<file path="config.mk">
export PLATFORM = sky130hd
export DESIGN_NAME = led_status_tx
export DESIGN_NICKNAME = d
export VERILOG_FILES = /design/src/rtl/led_status_tx_pkg.sv /design/src/rtl/led_status_tx_status_fifo.sv /design/src/rtl/led_status_tx.sv
export SDC_FILE = /design/constraint.sdc
export NUM_CORES = 1
export LEC_CHECK = 0
export CAP_MARGIN = 10
export CORE_ASPECT_RATIO = 1.75
export CORE_MARGIN = 4
export CORE_UTILIZATION = 44
export CTS_CLUSTER_SIZE = 16
export DETAILED_ROUTE_END_ITERATION = 7
export PLACE_DENSITY = 0.71
export SKIP_LAST_GASP = 1
export SYNTH_ARGS = -nofsm -noshare
export SYNTH_HDL_FRONTEND = slang
export SYNTH_SLANG_ARGS = --single-unit
</file>
<file path="constraint.sdc">
create_clock -name clk -period 2.9 [get_ports clk]
set_input_delay 0.58 -clock clk [delete_from_list [all_inputs] [get_ports clk]]
set_output_delay 0.58 -clock clk [all_outputs]
set_load 0.02 [all_outputs]
</file>
<file path="src/rtl/led_status_tx_pkg.sv">
// led_status_tx_pkg: shared widths and serializer state encoding for the LED status return channel.
package led_status_tx_pkg;
    localparam int LED_W  = 4;
    localparam int BEAT_W = 2;
    typedef enum logic [1:0] {IDLE, BEAT_LO, BEAT_HI} txState_t;
endpackage

</file>
<file path="src/rtl/led_status_tx_status_fifo.sv">
// status_fifo: small circular FIFO of status words with occupancy count.
module status_fifo #(
    parameter int DEPTH = 4,
    parameter int WIDTH = 4
) (
    input  logic                     clk,
    input  logic                     rst,
    input  logic                     push,
    input  logic                     pop,
    input  logic [WIDTH-1:0]         din,
    output logic [WIDTH-1:0]         dout,
    output logic                     full,
    output logic                     empty,
    output logic [$clog2(DEPTH):0]   count
);
    localparam int AW = $clog2(DEPTH);
    logic [WIDTH-1:0] mem [DEPTH];
    logic [AW-1:0]    wrPtr, rdPtr;
    logic             doPush, doPop;
    assign full   = count == (AW+1)'(DEPTH);
    assign empty  = count == '0;
    assign doPop  = pop && !empty;
    // A pop frees the head slot, so a push into a full FIFO is still legal that cycle.
    assign doPush = push && (!full || doPop);
    assign dout   = mem[rdPtr];
    always_ff @(posedge clk) begin
        if (doPush) mem[wrPtr] <= din;
    end
    always_ff @(posedge clk) begin
        if (rst) begin
            wrPtr <= '0;
            rdPtr <= '0;
            count <= '0;
        end else begin
            if (doPush) wrPtr <= wrPtr + 1'b1;
            if (doPop) rdPtr <= rdPtr + 1'b1;
            count <= count + (AW+1)'(doPush) - (AW+1)'(doPop);
        end
    end
endmodule

</file>
<file path="src/rtl/led_status_tx.sv">
// led_status_tx: buffers LED state changes and returns each as two 2-bit beats over a valid/ready channel.
module led_status_tx
    import led_status_tx_pkg::*;
#(
    parameter int FIFO_DEPTH = 4
) (
    input  logic                          clk,
    input  logic                          rstn,
    input  logic [LED_W-1:0]              ledState,
    input  logic                          sampleEn,
    output logic                          outValid,
    input  logic                          ready,
    output logic [BEAT_W-1:0]             dataOut,
    output logic                          last,
    output logic                          overflow,
    output logic [$clog2(FIFO_DEPTH):0]   fifoCount
);
    txState_t         state, stateNext;
    logic [LED_W-1:0] prevLed, word, headWord;
    logic             pushReq, pushOk, pop, full, empty;
    assign pushReq = sampleEn && (ledState != prevLed);
    // Pops use the registered occupancy, so a word pushed this cycle is only seen next cycle.
    assign pop     = (state == IDLE || (state == BEAT_HI && ready)) && !empty;
    assign pushOk  = pushReq && (!full || pop);
    status_fifo #(.DEPTH(FIFO_DEPTH), .WIDTH(LED_W)) fifo (
        .clk(clk),
        .rst(rstn),
        .push(pushOk),
        .pop(pop),
        .din(ledState),
        .dout(headWord),
        .full(full),
        .empty(empty),
        .count(fifoCount)
    );
    always_comb begin
        stateNext = state;
        outValid  = 1'b0;
        dataOut   = '0;
        last      = 1'b0;
        case (state)
            IDLE: stateNext = empty ? IDLE : BEAT_LO;
            BEAT_LO: begin
                outValid  = 1'b1;
                dataOut   = word[BEAT_W-1:0];
                stateNext = ready ? BEAT_HI : BEAT_LO;
            end
            BEAT_HI: begin
                outValid  = 1'b1;
                dataOut   = word[LED_W-1:BEAT_W];
                last      = 1'b1;
                stateNext = !ready ? BEAT_HI : (empty ? IDLE : BEAT_LO);
            end
            default: stateNext = IDLE;
        endcase
    end
    always_ff @(posedge clk) begin
        if (rstn) begin
            state    <= IDLE;
            prevLed  <= '0;
            word     <= '0;
            overflow <= 1'b0;
        end else begin
            state <= stateNext;
            if (pushReq) prevLed <= ledState;
            if (pop) word <= headWord;
            if (pushReq && !pushOk) overflow <= 1'b1;
        end
    end
endmodule

</file>
==> out/results.txt, run 1 <==
net count after synthesis: 138
Worst Path Required: 3050 ps
number of synthesized flops with an enable pin: 16
die area: 4520 µm²
Critical R2R Launch: state[0]
end point of the worst hold path: overflow
crit path time final: 2390 ps
clk_skew: 2.36 ps
Arr. time, crit path: 2550 ps
R2R Path End: fifo.count[2]
largest net degree at the start of global routing: 14
FMAX: 418 MHz
status: finished, final reports clean
I/O pin count: 16
simple-gate share of the synthesized area: 0.110
ratio of final minimum period to clock period: 0.826
diode count: 0
final setup margin: 505 ps
fin. max-slew vios: 0
GP Congestion: 0.721
vias post-DR: 907
Max Cap Viol: 0
clk sink count: 34
RSZ-0062 raised after global routing: false
mean post-synth cell area: 12.9 µm²
Synth Area in Adders: 0.0948
area grow syn2layout: 19.5%
kind of critical path: in2reg
Worst Hold Class: reg2reg
top cells by area, synth: edfxtp_1 (31%), dfxtp_1 (24%), ha_1 (8.2%)
Reg2Reg Setup Slack: 550 ps
Reg clk slew, reported paths: 60 ps
Leakage: 0.000707 µW
cts hold-fix bufs: 0
Die Y: 86.0 µm
pwr/cell area: 840 nW/µm²
global route overflow: 0
post-synthesis mux area share: 0.134
sequential cell area: 841 µm²
final setup fails: 0
Hold Path Depth: 2
Detail Route Antenna Nets: 0
family with the most delay on the worst path: adder cells
top-count cell post-synth: dfxtp_1
top cells by count, synth: dfxtp_1 (18), nor2_1 (17), edfxtp_1 (16), ha_1 (10), mux2i_1 (10)
element type at the critical path end: flip-flop
total iterations of the first detailed-routing run: 3
ys flop type: dfxtp_1
clk buf depth: 2
WL/cell: 13.3 µm
Yosys reg bits: 34
Total Routing Usage GR: 0.132
hold wc startpoint: overflow
Netlist cell types: 28
fillcell total: 301
Resized Gates After CTS: 0
final net count: 161
Clk Latency, worst-skew pair: 270 ps
worst slew pin tran: 437 ps
CP max FO: 3
Place WS: 206 ps
initial core utilization: 0.455
Seq/Total Area, Yosys: 0.549
Root Driver: clkbuf_8
# Post-CTS Setup Buffers: 0
max incr delay on CP: 470 ps
H-Tree Level Count: 2
die width: 52.6 µm
worst-path cell chain: clkdlybuf4s50_1 -> a21oi_2 -> nor2_2 -> ha_1 -> inv_1 -> ha_1 -> inv_1 -> fa_1 -> xor2_1 -> xnor2_1 -> nor2_1
area fraction of the dominant cell type after synthesis: 0.314
antenna violations before repair: 0
total CTS buffers: 5
vias in the first global route: 963
cell taking the most area after synthesis: edfxtp_1
final hold vios: 0
max_slew headroom: 0.707
TNS Setup: 0 ps
Vias/cell: 4.82
VDD IR max: 418 µV
DRC: 0
largest family of logic cells by synthesized area: multiplexers
post-synthesis xor/xnor area fraction: 0.0458
FFs w/ async S/R, synth: 0
layout cells sized above 1: 0.154
cells after synthesis: 119
yosys warns: 0
IO buf count: 15
first-pass GRT wire length: 4310 µm
Multi-input gate area: 624 µm²
CP max stage cell: clkdlybuf4s50_1
Detailed Route WL: 2500 µm
dpl hpwl: 2080 µm
Starting DRT DRC Count: 28
CP Buf/Inv Count: 3
Worst Reg-to-Reg Cells: 12
CTS tree: yes
Mapped Area: 1530 µm²
Synth Area in Compound Gates: 0.0229
Core ar.: 3360 µm²
Rows: 28
crit path from: ready
Setup crit start kind: input pin
[cell families (layout without fill, tap and decap cells)]
kind of cell    count (synthesis)  in the layout
simple gates                   33             33
buf+inv                        13             37
flops                          34             34
compound gates                  5              5
xor+xnor                        8              8
mux                            15             15
fa+ha+maj                      11             11
[worst max-delay path by stage]
stage / endpoint / slack, ps / cells after the start
2_1_floorplan: fifo.count[2] / 430 / 12
3_3_place_gp: fifo.count[2] / 240 / 11
3_5_place_dp: fifo.count[2] / 210 / 11
4_1_cts: dataOut[1] / 480 / 5
5_1_grt: dataOut[1] / 350 / 5
6_report: fifo.count[2] / 510 / 11
[power breakdown]
part           total (µW)  internal, µW  switching (µW)
Combinational         551           295             256
Sequential            668           593            75.3
Clock                 317           165             152
[per-layer routing]
| metal | global-route usage | vias to the layer above | wire (µm) |
|---|---|---|---|
| met1 | 0.121 | 431 | 867 |
| li1 | - | 451 | - |
| met4 | 0.0721 | 0 | 89 |
| met2 | 0.250 | 17 | 1470 |
| met3 | 0.0313 | 8 | 79 |
| met5 | 0 | - | 0 |
[final cells by class]
class | count | area share
sequential | 34 | 0.460
multi-input combinational | 72 | 0.342
timing repair buffer | 21 | 0.107
clock buffer | 6 | 0.0397
tap | 45 | 0.0308
inverter | 8 | 0.0164
clock inverter | 2 | 0.00479
[flip-flops by register name, indices dropped and copies added, names as in the netlist]
| signal | count |
|---|---|
| fifo.mem | 16 |
| prevLed | 4 |
| word | 4 |
| fifo.count | 3 |
| fifo.rdPtr | 2 |
| fifo.wrPtr | 2 |
| state | 2 |
| overflow | 1 |
[stage by stage]
stage                     utilization  total power, µW  hold slack, ps  cells  cell area, µm²
after floorplan                     -             1080             461    119            1530
after global placement          0.519             1220             478    180            1750
after detailed placement        0.519             1240             480    180            1750
after CTS                       0.544             1560             500    188            1830
after global routing            0.544             1660             525    188            1830
final                           0.544             1540             488    188            1830
[placed cells by master (no fill, tap or decap), drive strengths merged, types with 3 or more instances in the layout]
| cell | n |
|---|---|
| and2 | 4 |
| buf | 6 |
| clkbuf | 6 |
| clkdlybuf4s50 | 15 |
| dfxtp | 18 |
| edfxtp | 16 |
| ha | 10 |
| inv | 8 |
| mux2i | 10 |
| mux4 | 4 |
| nor2 | 18 |
| nor2b | 3 |
| xnor2 | 7 |
[tightest hold or removal path, stage by stage, from the launching register on]
cell,delay [ps]
dfxtp_1,330
a31oi_1,50
nor2_1,70
(Power assumes the default switching activity.)
==> run 2, diff against run 1 <==
- clock period: 2.9 -> 2.5 ns (I/O delays scaled with it)
==> out/results.txt, run 2 (synthesis results as in run 1) <==
Biggest register: fifo.mem
initial core utilization: 0.455 (unchanged)
layout cells sized above 1: 0.186 (+0.0324)
CTS tree: yes
max reg flops: 16 (unchanged)
max_slew headroom: 0.775 (+0.0679)
total CTS buffers: 5 (unchanged)
Fin Hold WS: 488 ps (+0.602 ps)
I/O pin count: 16 (unchanged)
diode count: 0 (unchanged)
Root Driver: clkbuf_8
crit path from: ready
commonest non-fill, non-tap cell in the layout: dfxtp_1
die area: 4520 µm² (unchanged)
Top Registers: fifo.mem (16), prevLed (4), word (4)
Non-Filler Instances: 190 (+1.1%)
most frequent cells in the layout: dfxtp_1 (18), nor2_1 (17), edfxtp_1 (16)
global route overflow: 0 (unchanged)
clock share of power: 0.296 (+0.090)
Resized Gates After CTS: 0 (unchanged)
Total Routing Usage GR: 0.135 (+0.00299)
dpl cells: 182 (+1.1%)
clk sink count: 34 (unchanged)
Cell Int Power: 1430 µW (+36%)
Worst Path Required: 2670 ps (-380 ps)
Rows: 28 (unchanged)
worst slew pin tran: 337 ps (-101 ps)
kind of critical path: in2reg
dpl hpwl: 1920 µm (-7.6%)
status: finished, final reports clean
R2R Path End: fifo.count[2]
Net Sw Frac: 0.294 (-0.0204)
P_sw: 597 µW (+24%)
Worst Reg-to-Reg Cells: 12 (unchanged)
Leakage: 0.000741 µW (+4.8%)
crit path time final: 2340 ps
final setup margin: 158 ps (-347 ps)
final hold vios: 0 (unchanged)
sequential cell area: 841 µm² (unchanged)
die width: 52.6 µm (unchanged)
H-Tree Level Count: 2 (unchanged)
DRC: 0 (unchanged)
Starting DRT DRC Count: 17 (-39%)
clk buf depth: 2 (unchanged)
Core ar.: 3360 µm² (unchanged)
Reg clk slew, reported paths: 70 ps (about the same)
vias in the first global route: 990 (+2.8%)
Detailed Route WL: 2410 µm (-3.9%)
area grow syn2layout: 24.3%
Multi-input gate area: 627 µm² (+0.40%)
Arr. time, crit path: 2510 ps (-40 ps)
Logic pwr share: 0.323 (-0.036)
final net count: 163 (+1.2%)
fillcell total: 302 (+0.33%)
FMAX: 427 MHz
# Post-CTS Setup Buffers: 0 (unchanged)
Vias/cell: 4.81 (-0.40%)
Max Cap Viol: 0 (unchanged)
Clk Latency, worst-skew pair: 290 ps (+20 ps)
Critical R2R Launch: state[0]
vias post-DR: 913 (+0.66%)
Detail Route Antenna Nets: 0 (unchanged)
total iterations of the first detailed-routing run: 2 (-1)
Place WS: -134 ps (-340 ps)
Setup crit start kind: input pin
Worst Hold Class: reg2reg
GP Congestion: 0.712 (-1.3%)
CP endpoint: fifo.count[2]
final setup fails: 0 (unchanged)
element type at the critical path end: flip-flop
CP max FO: 3 (unchanged)
RSZ-0062 raised after global routing: false
Die Y: 86.0 µm (unchanged)
first-pass GRT wire length: 4360 µm (+1.1%)
Reg2Reg Setup Slack: 220 ps (-330 ps)
ratio of final minimum period to clock period: 0.937
WL/cell: 12.7 µm (-4.9%)
antenna violations before repair: 0 (unchanged)
IO buf count: 15 (unchanged)
clk_skew: 3.80 ps (+1.44 ps)
cts hold-fix bufs: 0 (unchanged)
VDD IR max: 610 µV (+46%)
fin. max-slew vios: 0 (unchanged)
Flop pwr share: 0.382 (-0.053)
largest net degree at the start of global routing: 13 (-1)
pwr/cell area: 1070 nW/µm² (+27%)
run 2: cell types whose count changed in the layout (fill, tap and decap cells not counted):
cell       delta
clkbuf_1      -1
bufinv_16     +2
clkinv_2      -1
ha_1          -1
ha_2          +1
clkinv_1      -1
clkinv_4      +1
buf_4         +2
run 2: worst max-delay path, stage by stage:
cell and delay [ps]:
clkdlybuf4s50_1 470, a21oi_2 220, nor2_2 70, ha_1 270, inv_1 60, ha_1 140
inv_1 50, fa_1 370, xor2_1 170, xnor2_1 140, nor2_1 60
run 2: metrics by stage:
step / utilization / power [µW] / instance area [µm²] / TNS (ps)
floorplan: - / 1250 / 1530 / 0
global placement: 0.524 / 1420 / 1760 / -60.7
detailed placement: 0.524 / 1450 / 1760 / -134
CTS: 0.565 / 2060 / 1900 / 0
global route: 0.565 / 2170 / 1900 / 0
finish: 0.565 / 2030 / 1900 / 0
run 2: area by class of cell:
cell class,count,share of cell area
timing repair buffer,23,0.111
clock inverter,3,0.0362
inverter,8,0.0158
clock buffer,5,0.0362
tap,45,0.0296
sequential,34,0.442
multi-input combinational,72,0.330
run 2: worst min-delay path by stage:
stage / from / endpoint / cells after the start / slack [ps]
2_1_floorplan: word[0] / word[0] / 2 / 460
3_3_place_gp: overflow / overflow / 2 / 470
3_5_place_dp: overflow / overflow / 2 / 480
4_1_cts: overflow / overflow / 2 / 500
5_1_grt: overflow / overflow / 2 / 530
6_report: overflow / overflow / 2 / 490
run 2: power by group through the flow:
stage / sequential, µW / combinational, µW / clock, µW
3_3_place_gp: 784 / 635 / 0
2_1_floorplan: 777 / 473 / 0
4_1_cts: 778 / 667 / 612
6_report: 774 / 655 / 600
5_1_grt: 791 / 739 / 641
3_5_place_dp: 789 / 659 / 0
run 2: layer usage:
| layer | global-route usage | up-vias | share of wire |
|---|---|---|---|
| met5 | 0 | - | 0 |
| met4 | 0.0698 | 0 | 0.027 |
| met3 | 0.0435 | 8 | 0.039 |
| met2 | 0.243 | 15 | 0.58 |
| met1 | 0.130 | 435 | 0.35 |
| li1 | - | 455 | - |
==> run 3, diff against run 2 <==
--- a/constraint.sdc
+++ b/constraint.sdc
@@ -3,2 +3,2 @@
 set_output_delay 0.5 -clock clk [all_outputs]
-set_load 0.02 [all_outputs]
+set_load 0.05 [all_outputs]
==> out/results.txt, run 3 (synthesis results as in run 1) <==
Max Cap Viol: 0 (unchanged)
max incr delay on CP: 810 ps (+340 ps)
pwr/cell area: 1020 nW/µm² (-4.3%)
Root Driver: clkbuf_8
fillcell total: 298 (-1.3%)
CP max stage cell: clkdlybuf4s50_1
# Post-CTS Setup Buffers: 0 (unchanged)
antenna violations before repair: 0 (unchanged)
status: finished, final reports clean
Arr. time, crit path: 1870 ps (-640 ps)
Worst Path Required: 2000 ps (-670 ps)
ratio of final minimum period to clock period: 0.950 (+0.0131)
CTS tree: yes
die width: 52.6 µm (unchanged)
Fin Hold WS: 477 ps (-11.4 ps)
Vias/cell: 4.82 (+0.33%)
H-Tree Level Count: 2 (unchanged)
kind of critical path: reg2out
VDD IR max: 576 µV (-5.5%)
most frequent cells in the layout: nor2_1 (17), dfxtp_1 (17), edfxtp_1 (16)
Starting DRT DRC Count: 7 (-10)
R2R Path End: fifo.count[2]
worst slew pin tran: 500 ps (+164 ps)
Reg2Reg Setup Slack: 240 ps (+20 ps)
die area: 4520 µm² (unchanged)
Total Routing Usage GR: 0.134 (-0.000796)
Detailed Route WL: 2510 µm (+4.3%)
RSZ-0062 raised after global routing: false
IO buf count: 15 (unchanged)
Setup crit start kind: flip-flop
Clk Latency, worst-skew pair: 280 ps (about the same)
Detail Route Antenna Nets: 0 (unchanged)
Place WS: -119 ps (+15.2 ps)
Die Y: 86.0 µm (unchanged)
DRC: 0 (unchanged)
dpl hpwl: 1990 µm (+3.6%)
Worst Reg-to-Reg Cells: 12 (unchanged)
initial core utilization: 0.455 (unchanged)
Top Registers: fifo.mem (16), prevLed (4), word (4)
Worst Hold Class: reg2reg
final hold vios: 0 (unchanged)
clk sink count: 34 (unchanged)
CP endpoint: outValid
Core ar.: 3360 µm² (unchanged)
clk_skew: 5.16 ps (+1.36 ps)
total CTS buffers: 5 (unchanged)
vias post-DR: 916 (+0.33%)
largest net degree at the start of global routing: 13 (unchanged)
GP Congestion: 0.690 (-3.1%)
final setup margin: 125 ps (-32.8 ps)
I/O pin count: 16 (unchanged)
Rows: 28 (unchanged)
total iterations of the first detailed-routing run: 4 (+2)
Non-Filler Instances: 190 (unchanged)
Resized Gates After CTS: 0 (unchanged)
WL/cell: 13.2 µm (+4.3%)
FMAX: 421 MHz (-1.4%)
max_slew headroom: 0.665 (-0.110)
dpl cells: 182 (unchanged)
crit path time final: 2370 ps (+32.8 ps)
global route overflow: 0 (unchanged)
cts hold-fix bufs: 0 (unchanged)
Biggest register: fifo.mem
final setup fails: 0 (unchanged)
crit path from: state[0]
Leakage: 0.000721 µW (-2.8%)
diode count: 0 (unchanged)
first-pass GRT wire length: 4400 µm (+0.96%)
clk buf depth: 2 (unchanged)
fin. max-slew vios: 0 (unchanged)
max reg flops: 16 (unchanged)
vias in the first global route: 951 (-3.9%)
CP max FO: 3 (unchanged)
Reg clk slew, reported paths: 70 ps (about the same)
area grow syn2layout: 21.3%
element type at the critical path end: output port
final net count: 163 (unchanged)
layout cells sized above 1: 0.200 (+0.0138)
Critical R2R Launch: state[0]
worst-path cell chain: inv_1 -> ha_1 -> clkdlybuf4s50_1
## run 3: final cells by class
class                           count  area (µm²)  share of cell area
Tap cell                           45        56.3              0.0303
Sequential cell                    34         842               0.454
Clock inverter                      3        16.3             0.00877
Clock buffer                        5        68.8              0.0371
Inverter                            8        30.0              0.0162
Timing Repair Buffer               23         205               0.111
Multi-Input combinational cell     72         637               0.343
## run 3: metal layers
layer / wire (µm) / vias up / GRT usage
li1: - / 456 / -
met4: 36 / 0 / 0.0698
met2: 1490 / 17 / 0.242
met5: 0 / - / 0
met1: 906 / 439 / 0.133
met3: 80 / 4 / 0.0365
## run 3: per-stage QoR
stage                util  area (µm²)  power (µW)  setup TNS [ps]
finish              0.552        1860        1890               0
global route        0.552        1860        2030               0
global placement    0.526        1770        1500           -64.9
CTS                 0.552        1860        1920               0
floorplan               -        1540        1340               0
detailed placement  0.526        1770        1540            -119
## run 3: how the worst min path moves through the flow
| stage | start | to | slack, ps | cells after the start |
|---|---|---|---|---|
| after floorplan | word[0] | word[0] | 460 | 2 |
| after global placement | overflow | overflow | 470 | 2 |
| after detailed placement | overflow | overflow | 470 | 2 |
| after CTS | overflow | overflow | 480 | 2 |
| after global routing | word[3] | word[3] | 540 | 2 |
| final | overflow | overflow | 480 | 2 |
## run 3: report_power, final
group	total, µW	switching, µW	internal, µW
combinational	738	390	348
sequential	778	88.8	689
clock	378	188	190
## run 3: critical path: cells and delay by family (launching register included)
| family | cells | cell delay, ps |
|---|---|---|
| buf+inv | 2 | 910 |
| fa+ha+maj | 1 | 320 |
| flops | 1 | 370 |
==> patch (config.mk and constraints of run 1) <==
Encoding of `txState_t`: now one-hot (3 bits for 3 states).
--- a/src/rtl/led_status_tx_pkg.sv
+++ b/src/rtl/led_status_tx_pkg.sv
@@ -3,5 +3,5 @@
     localparam int LED_W  = 4;
     localparam int BEAT_W = 2;
-    typedef enum logic [1:0] {IDLE, BEAT_LO, BEAT_HI} txState_t;
+    typedef enum logic [2:0] {IDLE = 3'b001, BEAT_LO = 3'b010, BEAT_HI = 3'b100} txState_t;
 endpackage
 
Function: same outputs for any inputs over 10 cycles, from zero or initial values and one cycle with rstn high; not proved beyond that.
==> patch against run 1 <==
  * Maximum frequency is 5.1% lower
  * Area after synthesis is 6.5% higher
  * Final area is 6.4% higher
  * Routed wire length is 11% higher
  * Total power is 6.5% higher
  * Sequential cell count is 1 higher
  * Setup slack worse by 130 ps
  * Critical endpoint is now dataOut[0]
  * Highest routed layer unchanged
==> patch: results (changes against run 1) <==
| Metric | Value |
|---|---|
| Status | completed |
| Placed Cells | 191 (+6.1%) |
| Worst hold start | word[1]$_SDFFE_PP0P_ |
| Area of all sequential standard cells | 860.8 um2 (+2.4%) |
| Met2 GRT Util | 0.2539 (+0.003863) |
| Skew final | 4.530 ps (+2.171 ps) |
| Synthesized instance count | 130 (+9.2%) |
| Slew @ Worst Pin | 510.4 ps (+73.02 ps) |
| CP Launch Point | state[1]$_SDFF_PP0_ |
| Setup crit end | dataOut[0] |
| Distinct cells, synth | 35 (+25%) |
| Global-route wire length before repair | 4.809 mm (+12%) |
| Clock buffers | 5 (-1) |
| Cell count of the worst reg-to-reg path | 8 (-4) |
| Max VDD drop | 0.0004428 V (+6.0%) |
| RR Startpoint | fifo.count[1]$_SDFF_PP0_ |
| Met1 WL | 998 um (+15%) |
| Non-clock buffer share | 0.1004 (-0.006390) |
| Seq/Total Area, Yosys | 0.5284 (-0.02105) |
| Initial DRC Count | 13 (-54%) |
| Mapped Nets | 145 (+5.1%) |
| Largest net degree at the start of global routing | 15 (+1) |
| Drt pass-1 iters | 4 (+1) |
| Min-Delay Endpoint | word[1]$_SDFFE_PP0P_ |
| Worst reg-to-reg setup slack | 790 ps (+240 ps) |
| Flops & latches, synth | 35 (+2.9%) |
| Sw frac | 0.3342 (+0.01968) |
| Setup slack at placement | 81.01 ps (-124.6 ps) |
| WL met2 | 1.636 mm (+11%) |
| Fill cell count | 304 (+1.0%) |
| Syn_area_per_cell | 12.53 um2 (-2.5%) |
| Leakage power | 0.7474 nW (+5.6%) |
| Maximum fanout along the worst path | 8 (+5) |
-- patch: cell types whose count changed in the layout (fill, tap and decap cells not counted), moves of 2 or more --
cell,run 1,this run
ha_1,10,6
and2_1,1,4
and2_2,3,0
xnor2_1,7,4
xor2_1,1,4
a21oi_1,1,3
clkinv_4,0,2
inv_1,8,6
nand3b_1,0,2
nor2_1,17,19
-- patch: critical path, stage by stage, from the launching register on --
cell and delay (ps):
dfxtp_1 500, nor2b_1 310, a22oi_1 130, nor2_1 100
clkdlybuf4s50_1 610
-- patch: logic make-up (layout without fill, tap and decap cells) --
logic type,Yosys count,count (layout),synth area share
AND/OR/NAND/NOR,41,41,0.1429
buffers and inverters,12,35,0.03302
AO/OA/AOI/OAI,13,13,0.07450
XOR/XNOR,8,8,0.04301
flip-flops,35,35,0.5284
adder cells (fa/ha/maj),7,7,0.05837
multiplexers,14,14,0.1198
